## config.mk

```make
export PLATFORM = sky130hd
export DESIGN_NAME = rr_priority_arbiter
export DESIGN_NICKNAME = d
export VERILOG_FILES = /design/src/rtl/rr_arb_pkg.sv /design/src/rtl/prio_enc_n.sv /design/src/rtl/rr_priority_arbiter.sv
export SDC_FILE = /design/constraint.sdc
export NUM_CORES = 1
export LEC_CHECK = 0
export CAP_MARGIN = 20
export CELL_PAD_IN_SITES_DETAIL_PLACEMENT = 1
export CELL_PAD_IN_SITES_GLOBAL_PLACEMENT = 2
export CORE_AREA = 2 2 47 81
export CTS_CLUSTER_DIAMETER = 30
export DETAILED_ROUTE_END_ITERATION = 6
export DIE_AREA = 0 0 49 83
export PLACE_DENSITY_LB_ADDON = 0.1
export SKIP_CTS_REPAIR_TIMING = 1
export SLEW_MARGIN = 5
export SYNTH_ARGS = -nofsm -noshare
export SYNTH_HDL_FRONTEND = slang
export SYNTH_SLANG_ARGS = --single-unit
```

## constraint.sdc

```tcl
create_clock -name clk -period 5.4 [get_ports clk]
set_clock_uncertainty 0.15 [all_clocks]
set_input_delay 1.08 -clock clk [delete_from_list [all_inputs] [get_ports clk]]
set_output_delay 1.08 -clock clk [all_outputs]
set_load 0.005 [all_outputs]
```

## src/rtl/rr_arb_pkg.sv

```systemverilog
// Shared types and constants for the round-robin / fixed-priority arbiter.
package rr_arb_pkg;

    typedef enum logic [0:0] {
        IDLE  = 1'b0,
        GRANT = 1'b1
    } state_t;

    localparam logic MODE_FIXED = 1'b0;
    localparam logic MODE_RR    = 1'b1;

    localparam int GNT_CNT_W = 16;

endpackage

```

## src/rtl/prio_enc_n.sv

```systemverilog
// Parametrised combinational priority encoder: highest set index wins.
module prio_enc_n #(
    parameter int N     = 8,
    parameter int IDX_W = $clog2(N)
) (
    input  logic [N-1:0]     req,
    output logic [IDX_W-1:0] idx,
    output logic             any
);

    // Ascending scan so the highest set bit is the last one kept.
    always_comb begin
        idx = {IDX_W{1'b0}};
        any = |req;
        for (int i = 0; i < N; i++) begin
            idx = req[i] ? IDX_W'(i) : idx;
        end
    end

endmodule

```

## src/rtl/rr_priority_arbiter.sv

```systemverilog
// Registered N-input arbiter, fixed or round-robin priority, valid/ready grant.
// Optional grant counter enabled by defining RR_ARB_GRANT_CNT_EN.
module rr_priority_arbiter
    import rr_arb_pkg::*;
#(
    parameter  int N     = 8,
    localparam int IDX_W = $clog2(N)
) (
    input  logic             clk,
    input  logic             rst_n,
    input  logic [N-1:0]     req,
    input  logic             mode,
    input  logic             gnt_ready,
    output logic             gnt_valid,
    output logic [IDX_W-1:0] gnt_idx,
    output logic [N-1:0]     gnt_onehot
`ifdef RR_ARB_GRANT_CNT_EN
    ,
    output logic [GNT_CNT_W-1:0] gnt_count
`endif
);

    localparam logic [IDX_W-1:0] PTR_TOP = IDX_W'(N - 1);
    localparam logic [N-1:0]     OH_ONE  = {{(N-1){1'b0}}, 1'b1};

    state_t           state_q, state_d;
    logic [IDX_W-1:0] rr_ptr_q, rr_ptr_d;
    logic [IDX_W-1:0] gnt_idx_q, gnt_idx_d;
    logic [N-1:0]     gnt_oh_q, gnt_oh_d;

    logic             hs_s;
    logic [IDX_W-1:0] ptr_next_s, sel_ptr_s;
    logic [N-1:0]     mask_s, req_m_s;
    logic [IDX_W-1:0] idx_m_s, idx_u_s, win_idx_s;
    logic             any_m_s, any_u_s;

    // Pointer to search from: on a handshake edge the freshly rotated pointer applies.
    always_comb begin
        hs_s       = (state_q == GRANT) & gnt_ready;
        ptr_next_s = (gnt_idx_q == {IDX_W{1'b0}}) ? PTR_TOP : (gnt_idx_q - IDX_W'(1));
        sel_ptr_s  = hs_s ? ptr_next_s : rr_ptr_q;
        for (int i = 0; i < N; i++) begin
            mask_s[i] = (IDX_W'(i) <= sel_ptr_s) ? 1'b1 : 1'b0;
        end
        req_m_s = req & mask_s;
    end

    prio_enc_n #(.N(N), .IDX_W(IDX_W)) u_enc_masked (
        .req (req_m_s),
        .idx (idx_m_s),
        .any (any_m_s)
    );

    prio_enc_n #(.N(N), .IDX_W(IDX_W)) u_enc_unmasked (
        .req (req),
        .idx (idx_u_s),
        .any (any_u_s)
    );

    // Winner choice; an empty masked search wraps to the unmasked result.
    always_comb begin
        if ((mode == MODE_RR) && any_m_s) begin
            win_idx_s = idx_m_s;
        end else begin
            win_idx_s = idx_u_s;
        end
    end

    // Grant FSM: load on request, hold while stalled, reload or drop on handshake.
    always_comb begin
        state_d   = state_q;
        rr_ptr_d  = rr_ptr_q;
        gnt_idx_d = gnt_idx_q;
        gnt_oh_d  = gnt_oh_q;
        case (state_q)
            IDLE: begin
                if (any_u_s) begin
                    state_d   = GRANT;
                    gnt_idx_d = win_idx_s;
                    gnt_oh_d  = OH_ONE << win_idx_s;
                end else begin
                    state_d   = IDLE;
                    gnt_idx_d = {IDX_W{1'b0}};
                    gnt_oh_d  = {N{1'b0}};
                end
            end
            GRANT: begin
                if (gnt_ready) begin
                    rr_ptr_d = ptr_next_s;
                    if (any_u_s) begin
                        state_d   = GRANT;
                        gnt_idx_d = win_idx_s;
                        gnt_oh_d  = OH_ONE << win_idx_s;
                    end else begin
                        state_d   = IDLE;
                        gnt_idx_d = {IDX_W{1'b0}};
                        gnt_oh_d  = {N{1'b0}};
                    end
                end else begin
                    state_d = GRANT;
                end
            end
            default: begin
                state_d   = IDLE;
                gnt_idx_d = {IDX_W{1'b0}};
                gnt_oh_d  = {N{1'b0}};
            end
        endcase
    end

    // State, pointer and grant registers.
    always_ff @(posedge clk or negedge rst_n) begin
        if (!rst_n) begin
            state_q   <= IDLE;
            rr_ptr_q  <= PTR_TOP;
            gnt_idx_q <= {IDX_W{1'b0}};
            gnt_oh_q  <= {N{1'b0}};
        end else begin
            state_q   <= state_d;
            rr_ptr_q  <= rr_ptr_d;
            gnt_idx_q <= gnt_idx_d;
            gnt_oh_q  <= gnt_oh_d;
        end
    end

    assign gnt_valid  = (state_q == GRANT);
    assign gnt_idx    = gnt_idx_q;
    assign gnt_onehot = gnt_oh_q;

`ifdef RR_ARB_GRANT_CNT_EN
    logic [GNT_CNT_W-1:0] gnt_cnt_q, gnt_cnt_d;

    // Saturating count of completed handshakes.
    always_comb begin
        if (hs_s && (gnt_cnt_q != {GNT_CNT_W{1'b1}})) begin
            gnt_cnt_d = gnt_cnt_q + GNT_CNT_W'(1);
        end else begin
            gnt_cnt_d = gnt_cnt_q;
        end
    end

    // Handshake counter register.
    always_ff @(posedge clk or negedge rst_n) begin
        if (!rst_n) begin
            gnt_cnt_q <= {GNT_CNT_W{1'b0}};
        end else begin
            gnt_cnt_q <= gnt_cnt_d;
        end
    end

    assign gnt_count = gnt_cnt_q;
`endif

endmodule
```

==> results of run 1 <==
-- registers in the layout, indices dropped and copies added (netlist names) --
| register | cells |
|---|---|
| rr_ptr_q | 3 |
| gnt_idx | 3 |
| gnt_onehot | 8 |
| gnt_valid | 1 |
-- cells by family after synthesis --
group                    Yosys count
buffers and inverters             12
multiplexers                       2
adder cells (fa/ha/maj)            2
AO/OA/AOI/OAI                     37
AND/OR/NAND/NOR                   39
flip-flops                        15
-- placed cells by master, fill, tap and decap left out, types with 5 or more instances in the layout --
cell | Yosys | routed
and2_1 | 5 | 5
clkdlybuf4s50_1 | 0 | 23
dfrtp_1 | 12 | 12
inv_1 | 9 | 9
nand2_1 | 10 | 10
nor2_1 | 6 | 6
o31ai_1 | 6 | 6
-- worst reg2reg max path, delay by kind of cell (launching register included) --
| family | cells | cell delay [ns] |
|---|---|---|
| AO/OA/AOI/OAI | 5 | 1.14 |
| adder cells (fa/ha/maj) | 2 | 0.40 |
| buffers and inverters | 2 | 0.21 |
| flip-flops | 1 | 0.43 |
| AND/OR/NAND/NOR | 1 | 0.23 |
-- layer usage --
metal | global-route usage | vias up | share of wire
met5 | 0 | - | 0
li1 | - | 464 | -
met2 | 0.3213 | 18 | 0.58
met1 | 0.1644 | 498 | 0.37
met3 | 0.01799 | 9 | 0.024
met4 | 0.07792 | 0 | 0.030
-- area by class of cell --
type                    count  area share
repair buffers             23      0.1656
clock buffers               3     0.02970
multi-input cells          80      0.4590
inverters                  10     0.02700
clock inverters             1    0.005401
well taps                  45     0.04050
flip-flops and latches     15      0.2727
-- path summary, 6_finish.rpt --
check | start | end | slack, ns | depth (start not counted)
min in group asynchronous | rst_n | gnt_onehot[1] | 1.09 | 1
max | gnt_ready | gnt_onehot[6] | 2.19 | 7
max reg2reg | gnt_idx[0] | gnt_onehot[2] | 2.77 | 10
max in group asynchronous | rst_n | gnt_onehot[7] | 3.58 | 1
min reg2reg | gnt_onehot[5] | gnt_onehot[5] | 0.34 | 2
min | gnt_onehot[5] | gnt_onehot[5] | 0.34 | 2
-- where the power goes --
part | leakage (nW) | switching, W | internal [W]
combinational | 0.367 | 0.000161 | 0.000140
clock | 0.0217 | 0.0000425 | 0.0000519
sequential | 0.184 | 0.0000290 | 0.000155
total | 0.573 | 0.000233 | 0.000347
-- per-stage QoR --
| stage | power, W | util |
|---|---|---|
| 3_5_place_dp | 0.0004894 | 0.3947 |
| 3_3_place_gp | 0.0004862 | 0.3947 |
| 4_1_cts | 0.0005868 | 0.4091 |
| 5_1_grt | 0.0006182 | 0.4091 |
| 6_report | 0.0005794 | 0.4091 |
| 2_1_floorplan | 0.0003757 | - |
==> flow_summary.yaml, run 1 <==
synthesis:
  avgSynthCellArea_sq_um: 9.998
  synth_simple_gate_area_frac: 0.2058
  syn_inst: 107
  yosysMostFrequentCell: "dfrtp_1"
  netlist_area_sq_um: 1070
  synth-adder-area-share: 0.02339
  synth_seq_area_share: 0.3544
  ys_ff_latch: 15
  ys.flop_type: "dfrtp_1"
  synth_xor_area_frac: 0
  synthArstFlopShare: 1.000
  synth_top_cell_area_share: 0.2807
  synth.distinct_cells: 46
  synth_top_family_by_area: "compound AO/OA/AOI/OAI gates"
  ys_top_cells_by_area: "dfrtp_1, dfstp_2, o31ai_1"
  synth_common_cells: "dfrtp_1, nand2_1, inv_1"
  syn_nets: 121
  synth_compound_area_frac: 0.3485
  synth_edf_count: 0
  yosys_warnings: 0
  synth_top_area_cell: "dfrtp_1"
  synthMuxAreaShare: 0.01871
sta:
  period_share: 0.5953
  finalSetupViolations: 0
  slew_headroom: 0.5460
  rsz0062_at_grt: "false"
  finalMaxSlewViolations: 0
  clock.fmax_mhz: 311.1
  hold_viol_final: 0
  hold_ws_ns: 0.3407
  min_period_ns: 3.215
  worst_slack_ns: 2.185
  setup_tns_ns: 0
  worst_pin_slew_ns: 0.6788
clocking:
  clockRootBuffer: "clkbuf_8"
  clkSinkCount: 15
  clk_pin_slew_ns: 0.07
  cts_buffer_depth: 2
  cts_tree: "done"
  cts_made_buffers: 3
  clock_latency_ns: 0.25
  htree_levels: 1
critical_path:
  cp-start-kind: "primary input"
  critPathMaxStageDelay_ns: 0.54
  worstPathRequired_ns: 5.39
  arrival_ns: 3.20
  crit_chain: "clkdlybuf4s50_1 -> and4b_4 -> a221oi_2 -> o221ai_2 -> a32oi_1 -> a21oi_1 -> a32o_1"
  critPathSlowestCell: "clkdlybuf4s50_1"
  critPathCaptureType: "flop"
  cp_max_fo: 8
  crit_buf_inv: 1
  critPathKind: "primary input to flop"
  path_delay_family: "compound AO/OA/AOI/OAI gates"
final_layout:
  fillers: 406
  drive_gt1_frac: 0.1818
  regArea_sq_um: 379.1
  syn2layout_area_growth_pct: 29.94
  multi_input_area_sq_um: 638.1
  final_cells: 177
  finalNetCount: 147
  final_area_sq_um: 1390
  antenna_cells: 0
floorplanning:
  die_w_um: 49
  core_sq_um: 3398
  dieHeight_um: 83
  rows: 28
  initial_utilization: 0.3148
  ioPinCount: 24
  dieArea_sq_um: 4067
route:
  routed-via-count: 989
  dr.pass1.iters: 4
  routed_wl_um: 3121
  vias_per_cell: 5.588
  antenna_left: 0
  drtIter0Drc: 16
  wire_per_inst_um: 17.63
  drc: 0
placement:
  hpwl_um: 2626
  dp_cells: 173
  place_ws_ns: 1.930
  gp_congestion: 0.7917
  io_buffers: 23
  place_area_sq_um: 1341
global_route:
  grt_use_total: 0.1642
  grt_pass1_vias: 1077
  overflow: 0
  grt_max_degree: 16
  grt_pass1_wl_um: 5271
  antenna_found_initial: 0
pwr:
  vdd_drop_max_v: 0.0002400
  power-per-cell-area_nw_per_um2: 416.8
  power.leakage_nw: 0.5729
min_path:
  hold_path.class: "flop to flop"
status:
  status: "finished, final reports clean"
run:
  drv_cap: 0
(Power assumes the default switching activity.)
==> inputs of run 2 (changes only) <==
Settings changed: CORE_AREA 2 2 47 81 to 2 2 49 84, DIE_AREA 0 0 49 83 to 0 0 51 86.
Clock period 5.4 ns to 3.2 ns, I/O delays scaled along.
==> flow_summary.yaml, run 2 (synthesis gave the netlist of run 1 again) <==
global_route:
  grt_use_total: 0.1659
  overflow: 0
  antenna_found_initial: 0
  grt_pass1_vias: 1105
  grt_max_degree: 16
  grt_pass1_wl_um: 5485
route:
  wire_per_inst_um: 18.50
  drtIter0Drc: 15
  antenna_left: 0
  dr.pass1.iters: 4
  routed_wl_um: 3293
  vias_per_cell: 5.500
  routed-via-count: 979
  drc: 0
min_path:
  hold_path.class: "flop to flop"
floorplanning:
  initial_utilization: 0.2919
  ioPinCount: 24
  die_w_um: 51
  dieHeight_um: 86
  rows: 29
  dieArea_sq_um: 4386
  core_sq_um: 3665
placement:
  gp_congestion: 0.8380
  io_buffers: 23
  place_area_sq_um: 1343
  hpwl_um: 2671
  place_ws_ns: 0.1964
sta:
  hold_ws_ns: 0.3399
  worst_pin_slew_ns: 0.6741
  rsz0062_at_grt: "false"
  min_period_ns: 2.780
  finalSetupViolations: 0
  period_share: 0.8687
  finalMaxSlewViolations: 0
  clock.fmax_mhz: 359.7
  worst_slack_ns: 0.4201
  setup_tns_ns: 0
  hold_viol_final: 0
  slew_headroom: 0.5492
final_layout:
  final_cell_mix: "clkdlybuf4s50_1, dfrtp_1, nand2_1"
  largest_reg_flops: 8
  finalNetCount: 147
  antenna_cells: 0
  syn2layout_area_growth_pct: 30.06
  regArea_sq_um: 379.1
  final_area_sq_um: 1391
  fillers: 424
  final_common_cell: "clkdlybuf4s50_1"
  multi_input_area_sq_um: 638.1
  drive_gt1_frac: 0.1818
run:
  drv_cap: 0
clocking:
  htree_levels: 1
  cts_tree: "done"
  clk_pin_slew_ns: 0.07
  cts_buffer_depth: 2
  clkSinkCount: 15
  clockRootBuffer: "clkbuf_8"
  clock_latency_ns: 0.25
  cts_made_buffers: 3
pwr:
  vdd_drop_max_v: 0.0002958
  p_total_w: 0.0009826
  power.leakage_nw: 0.5729
  power-per-cell-area_nw_per_um2: 706.3
critical_path:
  critPathSlowestCell: "clkdlybuf4s50_1"
  critPathCaptureType: "flop"
  critPathKind: "primary input to flop"
  crit_chain: "clkdlybuf4s50_1 -> and2_1 -> o32a_1 -> o21ai_0 -> nand4b_1 -> and2_1 -> o31ai_1"
  ff2ff_setup_slack_ns: 0.50
  path_delay_family: "compound AO/OA/AOI/OAI gates"
  critPathMaxStageDelay_ns: 0.54
  cp_max_fo: 8
  crit_buf_inv: 1
  cp-start-kind: "primary input"
  worst_path_most_repeated_cell: "and2_1"
  worstPathRequired_ns: 3.20
  arrival_ns: 2.78
status:
  status: "finished, final reports clean"
[run 2: final timing paths]
kind / startpoint / end / cells after the start
max in group asynchronous: rst_n / gnt_idx[1] / 1
setup reg to reg: gnt_idx[0] / gnt_onehot[3] / 9
min in group asynchronous: rst_n / gnt_onehot[3] / 1
hold / removal: gnt_onehot[7] / gnt_onehot[7] / 2
hold reg to reg: gnt_onehot[7] / gnt_onehot[7] / 2
setup / recovery: gnt_ready / gnt_onehot[3] / 7
[run 2: per-layer routing]
| metal | wire [um] | track usage |
|---|---|---|
| met1 | 1232 | 0.1759 |
| met2 | 1811 | 0.2940 |
| met3 | 90 | 0.02091 |
| met4 | 158 | 0.1130 |
| met5 | 0 | 0 |
[run 2: cell type report]
type | count | share of cell area
repair buffers | 23 | 0.1655
multi-input cells | 80 | 0.4586
clock inverters | 1 | 0.005396
clock buffers | 3 | 0.02968
well taps | 46 | 0.04137
flip-flops and latches | 15 | 0.2725
inverters | 10 | 0.02698
[run 2: stage by stage]
stage	util	cells
detailed placement	0.3663	174
floorplan	-	107
global placement	0.3663	174
global route	0.3797	178
CTS	0.3797	178
finish	0.3797	178
[run 2: power by group]
group | switching (W) | internal [W]
combinational | 0.000278 | 0.000236
sequential | 0.0000480 | 0.000261
clock | 0.0000718 | 0.0000876
total | 0.000397 | 0.000585
[run 2: worst register-to-register path, cell delays in order, from the launching register on]
cell	delay [ns]
dfrtp_1	0.44
inv_1	0.07
ha_1	0.20
ha_1	0.20
nand4b_1	0.23
o32a_1	0.31
o21ai_0	0.23
nand4b_1	0.21
and2_1	0.27
o31ai_1	0.28
==> inputs of run 3 (changes only) <==
Settings changed: HOLD_SLACK_MARGIN set to 0.05.
==> results of run 3 <==
Same layout as run 2: the final DEF is identical, and so are final timing and power.
